## src/rtl/regfile_write_arbiter_if.sv

```systemverilog
// Write-port bundle between writeback, the long-latency unit, the arbiter and the register file.
interface regfile_write_arbiter_if;
  logic        wb_valid;
  logic [4:0]  wb_rd;
  logic [31:0] wb_data;
  logic        lu_valid;
  logic        lu_ready;
  logic [4:0]  lu_rd;
  logic [31:0] lu_data;
  logic        RegWrite;
  logic [4:0]  RdW;
  logic [31:0] WD;
  logic [31:0] pending_mask;
  logic        stall_wb;

  modport master (
    output wb_valid, wb_rd, wb_data, lu_valid, lu_rd, lu_data,
    input  lu_ready, RegWrite, RdW, WD, pending_mask, stall_wb
  );

  modport slave (
    input  wb_valid, wb_rd, wb_data, lu_valid, lu_rd, lu_data,
    output lu_ready, RegWrite, RdW, WD, pending_mask, stall_wb
  );
endinterface

```

## src/rtl/regfile_write_arbiter.sv

```systemverilog
// Register-file write-port arbiter: writeback wins, long-latency results queue in a FIFO and drain into idle slots.
// Optional REGFILE_ARB_BYPASS_EN grants an lu write straight to the port when the FIFO is empty and wb is idle.
module regfile_write_arbiter #(
  parameter int DEPTH        = 4,
  parameter int STARVE_LIMIT = 8
) (
  input  logic                   clk,
  input  logic                   reset_n,
  regfile_write_arbiter_if.slave bus
);
  localparam int AW = $clog2(DEPTH);

  typedef enum logic {S_NORMAL, S_FORCE} state_t;

  state_t           r_state, w_state_nxt;
  logic [AW:0]      r_wptr, r_rptr;
  logic [DEPTH-1:0] r_live;
  logic [4:0]       r_rd   [DEPTH];
  logic [31:0]      r_data [DEPTH];
  logic [7:0]       r_starve, w_starve_nxt;
  logic             r_regwrite;
  logic [4:0]       r_rdw;
  logic [31:0]      r_wd;

  logic [AW-1:0]    w_ridx, w_widx;
  logic             w_empty, w_full, w_head_live, w_lu_fire, w_wb_req;
  logic             w_gnt, w_gnt_wb, w_pop, w_push, w_bypass;
  logic [4:0]       w_gnt_rd;
  logic [31:0]      w_gnt_data, w_mask;
  logic [DEPTH-1:0] w_squash;

  assign w_ridx      = r_rptr[AW-1:0];
  assign w_widx      = r_wptr[AW-1:0];
  assign w_empty     = (r_wptr == r_rptr);
  assign w_full      = (w_widx == w_ridx) && (r_wptr[AW] != r_rptr[AW]);
  assign w_head_live = !w_empty && r_live[w_ridx];
  assign w_lu_fire   = bus.lu_valid && !w_full;
  assign w_wb_req    = bus.wb_valid && (bus.wb_rd != 5'd0);
  assign w_push      = w_lu_fire && (bus.lu_rd != 5'd0) && !w_bypass;

  always_comb begin
    w_state_nxt  = r_state;
    w_gnt        = 1'b0;
    w_gnt_wb     = 1'b0;
    w_gnt_rd     = '0;
    w_gnt_data   = '0;
    w_pop        = 1'b0;
    w_bypass     = 1'b0;
    w_starve_nxt = r_starve;
    case (r_state)
      S_NORMAL: begin
        if (w_wb_req) begin
          w_gnt      = 1'b1;
          w_gnt_wb   = 1'b1;
          w_gnt_rd   = bus.wb_rd;
          w_gnt_data = bus.wb_data;
        end else if (w_head_live) begin
          w_gnt      = 1'b1;
          w_gnt_rd   = r_rd[w_ridx];
          w_gnt_data = r_data[w_ridx];
          w_pop      = 1'b1;
`ifdef REGFILE_ARB_BYPASS_EN
        end else if (w_empty && w_lu_fire && (bus.lu_rd != 5'd0)) begin
          w_gnt      = 1'b1;
          w_bypass   = 1'b1;
          w_gnt_rd   = bus.lu_rd;
          w_gnt_data = bus.lu_data;
`endif
        end
        // A squashed head is retired without a write, even while wb owns the port.
        if (!w_empty && !r_live[w_ridx]) w_pop = 1'b1;
      end
      S_FORCE: begin
        if (w_head_live) begin
          w_gnt      = 1'b1;
          w_gnt_rd   = r_rd[w_ridx];
          w_gnt_data = r_data[w_ridx];
        end
        w_pop       = !w_empty;
        w_state_nxt = S_NORMAL;
      end
      default: w_state_nxt = S_NORMAL;
    endcase

    if (r_state == S_FORCE || w_pop || w_empty)
      w_starve_nxt = '0;
    else if (w_head_live && w_gnt_wb && r_starve != 8'hFF)
      w_starve_nxt = r_starve + 8'd1;

    if (r_state == S_NORMAL && w_starve_nxt >= 8'(STARVE_LIMIT))
      w_state_nxt = S_FORCE;
  end

  always_comb begin
    w_squash = '0;
    w_mask   = '0;
    for (int i = 0; i < DEPTH; i++) begin
      w_squash[i] = w_gnt_wb && (r_rd[i] == bus.wb_rd);
      if (r_live[i]) w_mask[r_rd[i]] = 1'b1;
    end
    w_mask[0] = 1'b0;
  end

  always_ff @(posedge clk or negedge reset_n) begin
    if (!reset_n) r_state <= S_NORMAL;
    else          r_state <= w_state_nxt;
  end

  always_ff @(posedge clk or negedge reset_n) begin
    if (!reset_n) begin
      r_wptr     <= '0;
      r_rptr     <= '0;
      r_live     <= '0;
      r_starve   <= '0;
      r_regwrite <= 1'b0;
      r_rdw      <= '0;
      r_wd       <= '0;
    end else begin
      for (int i = 0; i < DEPTH; i++)
        if (w_squash[i]) r_live[i] <= 1'b0;
      if (w_pop) begin
        r_live[w_ridx] <= 1'b0;
        r_rptr         <= r_rptr + 1'b1;
      end
      // Same-cycle push is younger than the squashing wb write, so it stays live.
      if (w_push) begin
        r_live[w_widx] <= 1'b1;
        r_wptr         <= r_wptr + 1'b1;
      end
      r_starve   <= w_starve_nxt;
      r_regwrite <= w_gnt;
      if (w_gnt) begin
        r_rdw <= w_gnt_rd;
        r_wd  <= w_gnt_data;
      end
    end
  end

  always_ff @(posedge clk) begin
    if (w_push) begin
      r_rd[w_widx]   <= bus.lu_rd;
      r_data[w_widx] <= bus.lu_data;
    end
  end

  assign bus.lu_ready     = !w_full;
  assign bus.RegWrite     = r_regwrite;
  assign bus.RdW          = r_rdw;
  assign bus.WD           = r_wd;
  assign bus.pending_mask = w_mask;
  assign bus.stall_wb     = (r_state == S_FORCE);
endmodule

```

## src/flat_wrapper.sv

```systemverilog
// flat-port wrapper written by rule: the top's interface ports become plain ports
module regfile_write_arbiter_flat 
#(
  parameter int DEPTH        = 4,
  parameter int STARVE_LIMIT = 8
)
  (clk, reset_n, bus_wb_valid, bus_wb_rd, bus_wb_data, bus_lu_valid, bus_lu_rd, bus_lu_data, bus_lu_ready, bus_RegWrite, bus_RdW, bus_WD, bus_pending_mask, bus_stall_wb);
  regfile_write_arbiter_if bus_i ();
  input  logic clk;
  input  logic reset_n;
  input wire logic [$bits(bus_i.wb_valid)-1:0] bus_wb_valid;
  input wire logic [$bits(bus_i.wb_rd)-1:0] bus_wb_rd;
  input wire logic [$bits(bus_i.wb_data)-1:0] bus_wb_data;
  input wire logic [$bits(bus_i.lu_valid)-1:0] bus_lu_valid;
  input wire logic [$bits(bus_i.lu_rd)-1:0] bus_lu_rd;
  input wire logic [$bits(bus_i.lu_data)-1:0] bus_lu_data;
  output wire logic [$bits(bus_i.lu_ready)-1:0] bus_lu_ready;
  output wire logic [$bits(bus_i.RegWrite)-1:0] bus_RegWrite;
  output wire logic [$bits(bus_i.RdW)-1:0] bus_RdW;
  output wire logic [$bits(bus_i.WD)-1:0] bus_WD;
  output wire logic [$bits(bus_i.pending_mask)-1:0] bus_pending_mask;
  output wire logic [$bits(bus_i.stall_wb)-1:0] bus_stall_wb;
  assign bus_i.wb_valid = bus_wb_valid;
  assign bus_i.wb_rd = bus_wb_rd;
  assign bus_i.wb_data = bus_wb_data;
  assign bus_i.lu_valid = bus_lu_valid;
  assign bus_i.lu_rd = bus_lu_rd;
  assign bus_i.lu_data = bus_lu_data;
  assign bus_lu_ready = bus_i.lu_ready;
  assign bus_RegWrite = bus_i.RegWrite;
  assign bus_RdW = bus_i.RdW;
  assign bus_WD = bus_i.WD;
  assign bus_pending_mask = bus_i.pending_mask;
  assign bus_stall_wb = bus_i.stall_wb;
  regfile_write_arbiter #(.DEPTH(DEPTH), .STARVE_LIMIT(STARVE_LIMIT)) u_core (.clk(clk), .reset_n(reset_n), .bus(bus_i));
endmodule
```

## config.mk

```make
export PLATFORM = sky130hd
export DESIGN_NAME = regfile_write_arbiter_flat
export DESIGN_NICKNAME = d
export VERILOG_FILES = /design/src/rtl/regfile_write_arbiter_if.sv /design/src/rtl/regfile_write_arbiter.sv /design/src/flat_wrapper.sv
export SDC_FILE = /design/constraint.sdc
export NUM_CORES = 1
export LEC_CHECK = 0
export ABC_AREA = 0
export BUFFER_PORTS_ARGS = -buffer_cell sky130_fd_sc_hd__buf_2
export CAP_MARGIN = 20
export CORE_AREA = 3 3 176 178
export DETAILED_ROUTE_END_ITERATION = 16
export DIE_AREA = 0 0 179 181
export PLACE_DENSITY = 0.46
export SYNTH_ARGS = -nofsm -noshare
export SYNTH_HDL_FRONTEND = slang
export SYNTH_SLANG_ARGS = --single-unit
```

## constraint.sdc

```tcl
create_clock -name clk -period 5.9 [get_ports clk]
set_input_delay 0.885 -clock clk [delete_from_list [all_inputs] [get_ports clk]]
set_output_delay 0.885 -clock clk [all_outputs]
set_load 0.1 [all_outputs]
```

## After elaboration in Yosys (flattened, before gate mapping)

Memory sizes are Yosys's and may differ from the RTL's.
Index checks and enable logic that the tools add are counted.

| storage, ports and cells | value |
|---|---|
| register bits after elaboration | 57 |
| RAM bits | 148 |
| memories kept | 2 |
| word-level logic and storage cells | 110 |

| operators by class | value |
|---|---|
| magnitude comparators | 13 |
| add/sub/neg operators | 3 |
| reduce and logical (&&, ||, !) cells | 26 |
| bitwise logic cells | 7 |
| equality and inequality tests | 8 |
| multiplexer cells | 43 |

Memory list:

| memory | words | bits a word | rd ports | clocked after Yosys merged registers in | write ports | RTL line | source |
|---|---|---|---|---|---|---|---|
| u_core.r_data | 4 | 32 | 1 | 0 | 1 | regfile_write_arbiter.sv:19 | `logic [31:0] r_data [DEPTH];` |
| u_core.r_rd | 4 | 5 | 5 | 0 | 1 | regfile_write_arbiter.sv:18 | `logic [4:0] r_rd [DEPTH];` |

Operators with widths:

| cell | number |
|---|---|
| $mux 32 | 6 |
| $or 32x32->32 | 3 |
| $pmux 32 s2 | 1 |
| $lt 5x6->1 const B | 4 |
| $demux 1 s5 | 4 |
| $eq 5x5->1 | 4 |
| $ge 5x1->1 const B | 4 |
| $mux 1 | 20 |
| $logic_and 1x1->1 | 19 |
| $mux 8 | 2 |
| $mux 5 | 2 |
| $pmux 5 s2 | 1 |
| $reduce_bool 5->1 | 2 |
| $add 8x1->8 const B | 1 |
| $ge 8x4->1 const B | 1 |
| $mux 4 | 2 |
| $ne 8x8->1 const B | 1 |
| $add 3x1->3 const B | 2 |
| $lt 2x3->1 const B | 2 |
| $and 4x4->4 | 1 |
| $demux 1 s2 | 2 |
| $ge 2x1->1 const B | 2 |
| $not 4->4 | 1 |
| $or 4x4->4 | 1 |
| 8 further kinds | 12 |

## Depth between registers and ports, before layout

| logic depth | value |
|---|---|
| depth in word-level cells | 13 |
| depth in mapped cells | 7 |

## Least setup slack after synthesis

OpenSTA, ideal clock, no wires.

| path | value |
|---|---|
| kind | register -> output |
| start point | memory u_core.r_rd[3][1] |
| end point | output bus_pending_mask[28] |
| data required time | 5015 ps |
| arrival | 2645 ps |
| path slack | 2370 ps |
| buffers on the path | 1 |
| stages on the path, launching flop included | 4 |
| cells stage by stage | edfxtp_1 or3b_2 clkbuf_1 o221ai_1 |

RTL lines:

| item | RTL line | source |
|---|---|---|
| from (decl) | regfile_write_arbiter.sv:18 |  |
| to (decl) | flat_wrapper.sv:21 | `output wire logic [$bits(bus_i.pending_mask)-1:0] bus_pending_mask;` |

## Final worst setup path

| path | value |
|---|---|
| start point | register u_core.r_rptr[0] |
| end point | output bus_lu_ready |

| on the way | value |
|---|---|
| longest elaborated chain between the ends | 3 |

Ends and longest elaborated chain:

| item | RTL line | source |
|---|---|---|
| from (decl) | regfile_write_arbiter.sv:16 | `logic [AW:0] r_wptr, r_rptr;` |
| from (signal assigned) | regfile_write_arbiter.sv:123 | `r_rptr <= r_rptr + 1'b1;` |
| $eq 2x2->1 | regfile_write_arbiter.sv:35 | `assign w_full = (w_widx == w_ridx) && (r_wptr[AW] != r_rptr[AW]);` |
| $logic_and 1x1->1 | regfile_write_arbiter.sv:35 |  |
| $logic_not 1->1 | regfile_write_arbiter.sv:146 | `assign bus.lu_ready = !w_full;` |
| to (decl) | flat_wrapper.sv:17 | `output wire logic [$bits(bus_i.lu_ready)-1:0] bus_lu_ready;` |

No other way between the ends.

==> summary by stage <==
Worst setup path
At the worst endpoint, the required time is 5.02 ns. The type of destination of the critical path is an output port. The family of cells with the greatest summed delay on the critical path is flip-flops. For this design, the slowest cell found on the critical path is sky130_fd_sc_hd__dfrtp_4.

The signal on the critical path passes through xor2_1, nor3_1, inv_1, buf_2. Data arrives at the worst endpoint at 2.90 ns. In this design, the stage delay of the slowest critical-path cell is 1.02 ns. The worst path buffer plus inverter count is 2. The critical-path maximum fanout is 43. The critical path class is reg2out.

The worst setup path is launched from a flip-flop.

Synth
In this run, synthesis produced a sequential element count of 205. The count of flip-flops with a built-in enable after synthesis is 148. The synthesized instance count is 641. The net count after synthesis is 728.

The mean post-synth cell area is 14.7 sq um. For this run, the leading register cell type out of synthesis is sky130_fd_sc_hd__edfxtp_1. The synthesized cell area is 0.00943 sq mm.

In this run, distinct cell masters in the synthesized netlist total 58. Counting flops with an async set or reset pin after synthesis yields a share of 27.8%. The warning count from the yosys run is 0. The part of the Yosys area used for sequential elements is 62.3%.

Clock tree
The number of sinks driven by the clock tree is 205. TritonCTS built the clock tree. The number of buffers between clock root and the deepest sink is 3.

After clock tree synthesis, the clock-pin slew on the worst setup and hold paths is 0.06 ns. Hold repair after CTS inserted 0 buffers. For the worst-skew pair, the clock arrives at the later sink with an insertion delay of 0.52 ns. The tree is rooted in a sky130_fd_sc_hd__clkbuf_16. In this run, post-CTS repair resized a total of 0 instances. The post-CTS setup-driven buffer insertion count is 0. The maximum level of the CTS H-tree is 1. The number of buffers inserted during clock tree synthesis is 24.

Pwr
The overall power consumption is 0.00678 W. The total power density per cell area is 600 mW/mm^2. Across the VDD grid, the largest voltage drop is 0.384 mV. Summed over all cells, the static leakage comes to 4.34 nW.

Floorplan
For this configuration, the core starts out at a cell density of 31.9%. The horizontal extent of the die is 179 um. The floorplan step set the die height to 181 um. The die covers 0.0324 sq mm. The row count is 63.

The number of top-level pins is 150. The core footprint is 0.0296 sq mm.

Global routing
For this run, global-route usage on met3 was measured as 2.88%. Global routing used 14.8% of the available tracks. The number of antenna violations at the first check in global routing is 3. The total congestion overflow after global routing is 0.

The via count of the first global-routing pass came to 6346. The pin count of the biggest net entering global routing is 75. The global-route wire length before repair is 37100 um. The met1 usage is 19.7%. The busiest layer in global routing is met2.

The global-route track usage on met2 is 24.8%.

Detailed routing
For this block, the via count after detailed routing is 6129. The residual DRC count is 0. Dividing the detail-routed via count by the number of cells gives 5.17. After detailed routing, the total wire length is 24500 um. The remaining antenna violation count after routing is 0. The length of the first detailed-routing pass in iterations is 6. The average routed wire per standard cell is 20.7 um. The first-iteration detailed-routing DRC count is 427.

Timing
After layout, the minimum clock period comes to 3.78 ns. Setup repair after global routing left no endpoint under its margin. The tightest slew margin relative to the limit is 29.7%. The count of final setup violators is 0.

The share of the clock period used by the worst path after layout is 64.1%. The maximum clock frequency is 264 MHz. The setup clock skew after layout is 0.0221 ns. For the final routed database, the setup TNS stands at 0 ns. The max-slew violation total from the final report was 0. The number of hold violations in the final report is 0. For the pin with the worst max-slew slack, the measured transition is 1.05 ns.

Worst hold path
The min-delay analysis places its worst path in the category reg2reg.

Cells and area
The final cell utilization of the core is 38.3%. Compared with the post-synthesis result, the final layout area differs by 20.0%. The number of nets in the layout is 864.

In the final layout, the share of cells above drive strength 1 is 32.1%.

Placement
At the end of routability-driven placement, the weighted congestion stood at 0.823. Buffers placed on the I/O ports in this run total 148. Once detailed placement completed, the half-perimeter wirelength came to 15700 um.

Run
The max-capacitance violation count is 0.

Outcome
The run finished with clean final reports.
==> through the flow <==
| step | setup WS, ns | hold WS [ns] | cell area, sq um | instances |
|---|---|---|---|---|
| floorplan | 2.37 | 0.496 | 9430 | 641 |
| global placement | 2.56 | 0.519 | 10500 | 1137 |
| detailed placement | 2.55 | 0.523 | 10500 | 1137 |
| CTS | 1.99 | 0.533 | 11300 | 1181 |
| global route | 1.90 | 0.551 | 11300 | 1185 |
| finish | 2.12 | 0.521 | 11300 | 1186 |
==> state kept, by name, indices dropped and copies added, names as in the netlist <==
signal               count
u_core.bus.stall_wb      1
u_core.r_live            4
u_core.bus.RegWrite      1
u_core.bus.WD           32
u_core.r_data          128
u_core.r_starve          8
u_core.r_rd             20
u_core.r_wptr            3
u_core.r_rptr            3
u_core.bus.RdW           5
==> layout by cell type (no fill, tap or decap), drive strengths merged, types with 8 or more instances in the layout <==
cell    netlist  final
buf          22    156
edfxtp      148    148
dfrtp        57     57
nand2        50     50
o21ai        40     40
mux2i        39     39
mux4         38     38
clkbuf       26     34
nor2         19     19
xor2         18     18
a22oi        18     18
o221ai       18     18
xnor2        12     12
nand3        12     12
nand3b       10     10
o22ai        10     10
a221o        10     10
ha            9      9
nor3b         9      9
nor3          8      8
clkinv        0      8
==> path summary, 6_finish.rpt <==
check                                            endpoint                         start  slack [ns]  cells past startpoint
min                          u_core.r_wptr[2]$_DFFE_PN0P_  u_core.r_wptr[2]$_DFFE_PN0P_        0.52                      1
max                                          bus_lu_ready  u_core.r_rptr[0]$_DFFE_PN0P_        2.12                      4
max reg2reg                u_core.r_data[1][24]$_DFFE_PP_  u_core.r_rptr[0]$_DFFE_PN0P_        2.69                      4
max in group asynchronous    u_core.r_rptr[0]$_DFFE_PN0P_                       reset_n        4.69                      2
min in group asynchronous    u_core.r_wptr[1]$_DFFE_PN0P_                       reset_n        0.58                      2
min reg2reg                  u_core.r_wptr[2]$_DFFE_PN0P_  u_core.r_wptr[2]$_DFFE_PN0P_        0.52                      1
==> cell usage after synthesis, types with 6 or more instances <==
master,count,share of area [%]
sky130_fd_sc_hd__o221ai_1,18,1.7
sky130_fd_sc_hd__inv_1,7,0.28
sky130_fd_sc_hd__buf_2,12,0.64
sky130_fd_sc_hd__a22oi_1,18,1.4
sky130_fd_sc_hd__edfxtp_1,148,47
sky130_fd_sc_hd__and3b_1,6,0.56
sky130_fd_sc_hd__nor3b_1,8,0.64
sky130_fd_sc_hd__nand3_1,11,0.58
sky130_fd_sc_hd__ha_1,9,1.2
sky130_fd_sc_hd__or3b_2,6,0.56
sky130_fd_sc_hd__mux4_2,38,9.1
sky130_fd_sc_hd__a21oi_1,6,0.32
sky130_fd_sc_hd__nor3_1,8,0.42
sky130_fd_sc_hd__xnor2_1,12,1.1
sky130_fd_sc_hd__nor2_1,18,0.72
sky130_fd_sc_hd__xor2_1,18,1.7
sky130_fd_sc_hd__clkbuf_1,26,1.0
sky130_fd_sc_hd__o21ai_1,37,2.0
sky130_fd_sc_hd__o22ai_1,10,0.66
sky130_fd_sc_hd__dfrtp_1,57,15
sky130_fd_sc_hd__nand2_1,50,2.0
sky130_fd_sc_hd__nand3b_1,10,0.80
sky130_fd_sc_hd__mux2i_1,39,4.1
sky130_fd_sc_hd__a221o_1,10,1.1
==> power by group <==
part / switching [W] / total, W / internal (W)
clock network: 0.000577 / 0.00146 / 0.000880
registers: 0.000313 / 0.00229 / 0.00198
logic: 0.00216 / 0.00303 / 0.000870
total: 0.00305 / 0.00678 / 0.00373
==> per-layer routing <==
| layer | share of wire, % | routed length [um] | vias to the layer above |
|---|---|---|---|
| li1 | - | - | 2781 |
| met1 | 43 | 10600 | 3030 |
| met2 | 48 | 11800 | 260 |
| met3 | 6.5 | 1590 | 54 |
| met4 | 2.1 | 510 | 4 |
| met5 | 0.11 | 27 | - |
==> worst reg2reg max path: cells and delay by family (launching register included) <==
kind	cells	cell delay (ns)
simple gates	3	1.43
flops	1	1.02
xor+xnor	1	0.37
==> final cells by class <==
class | instances | area, sq um
multi-input combinational | 381 | 3280
timing repair buffer | 158 | 841
inverter | 7 | 26.3
tap | 390 | 488
fill | 2834 | 18300
sequential | 205 | 5880
clock buffer | 32 | 661
clock inverter | 12 | 139
antenna | 1 | 2.50
==> cells by family after synthesis <==
group                    synth area share (%)
buffers and inverters                    3.09
flip-flops                               62.3
AO/OA/AOI/OAI                            8.89
multiplexers                             13.5
XOR/XNOR                                 2.79
other                                  0.0398
adder cells (fa/ha/maj)                  1.19
AND/OR/NAND/NOR                          8.26
Power figures use the tool's default switching activity.
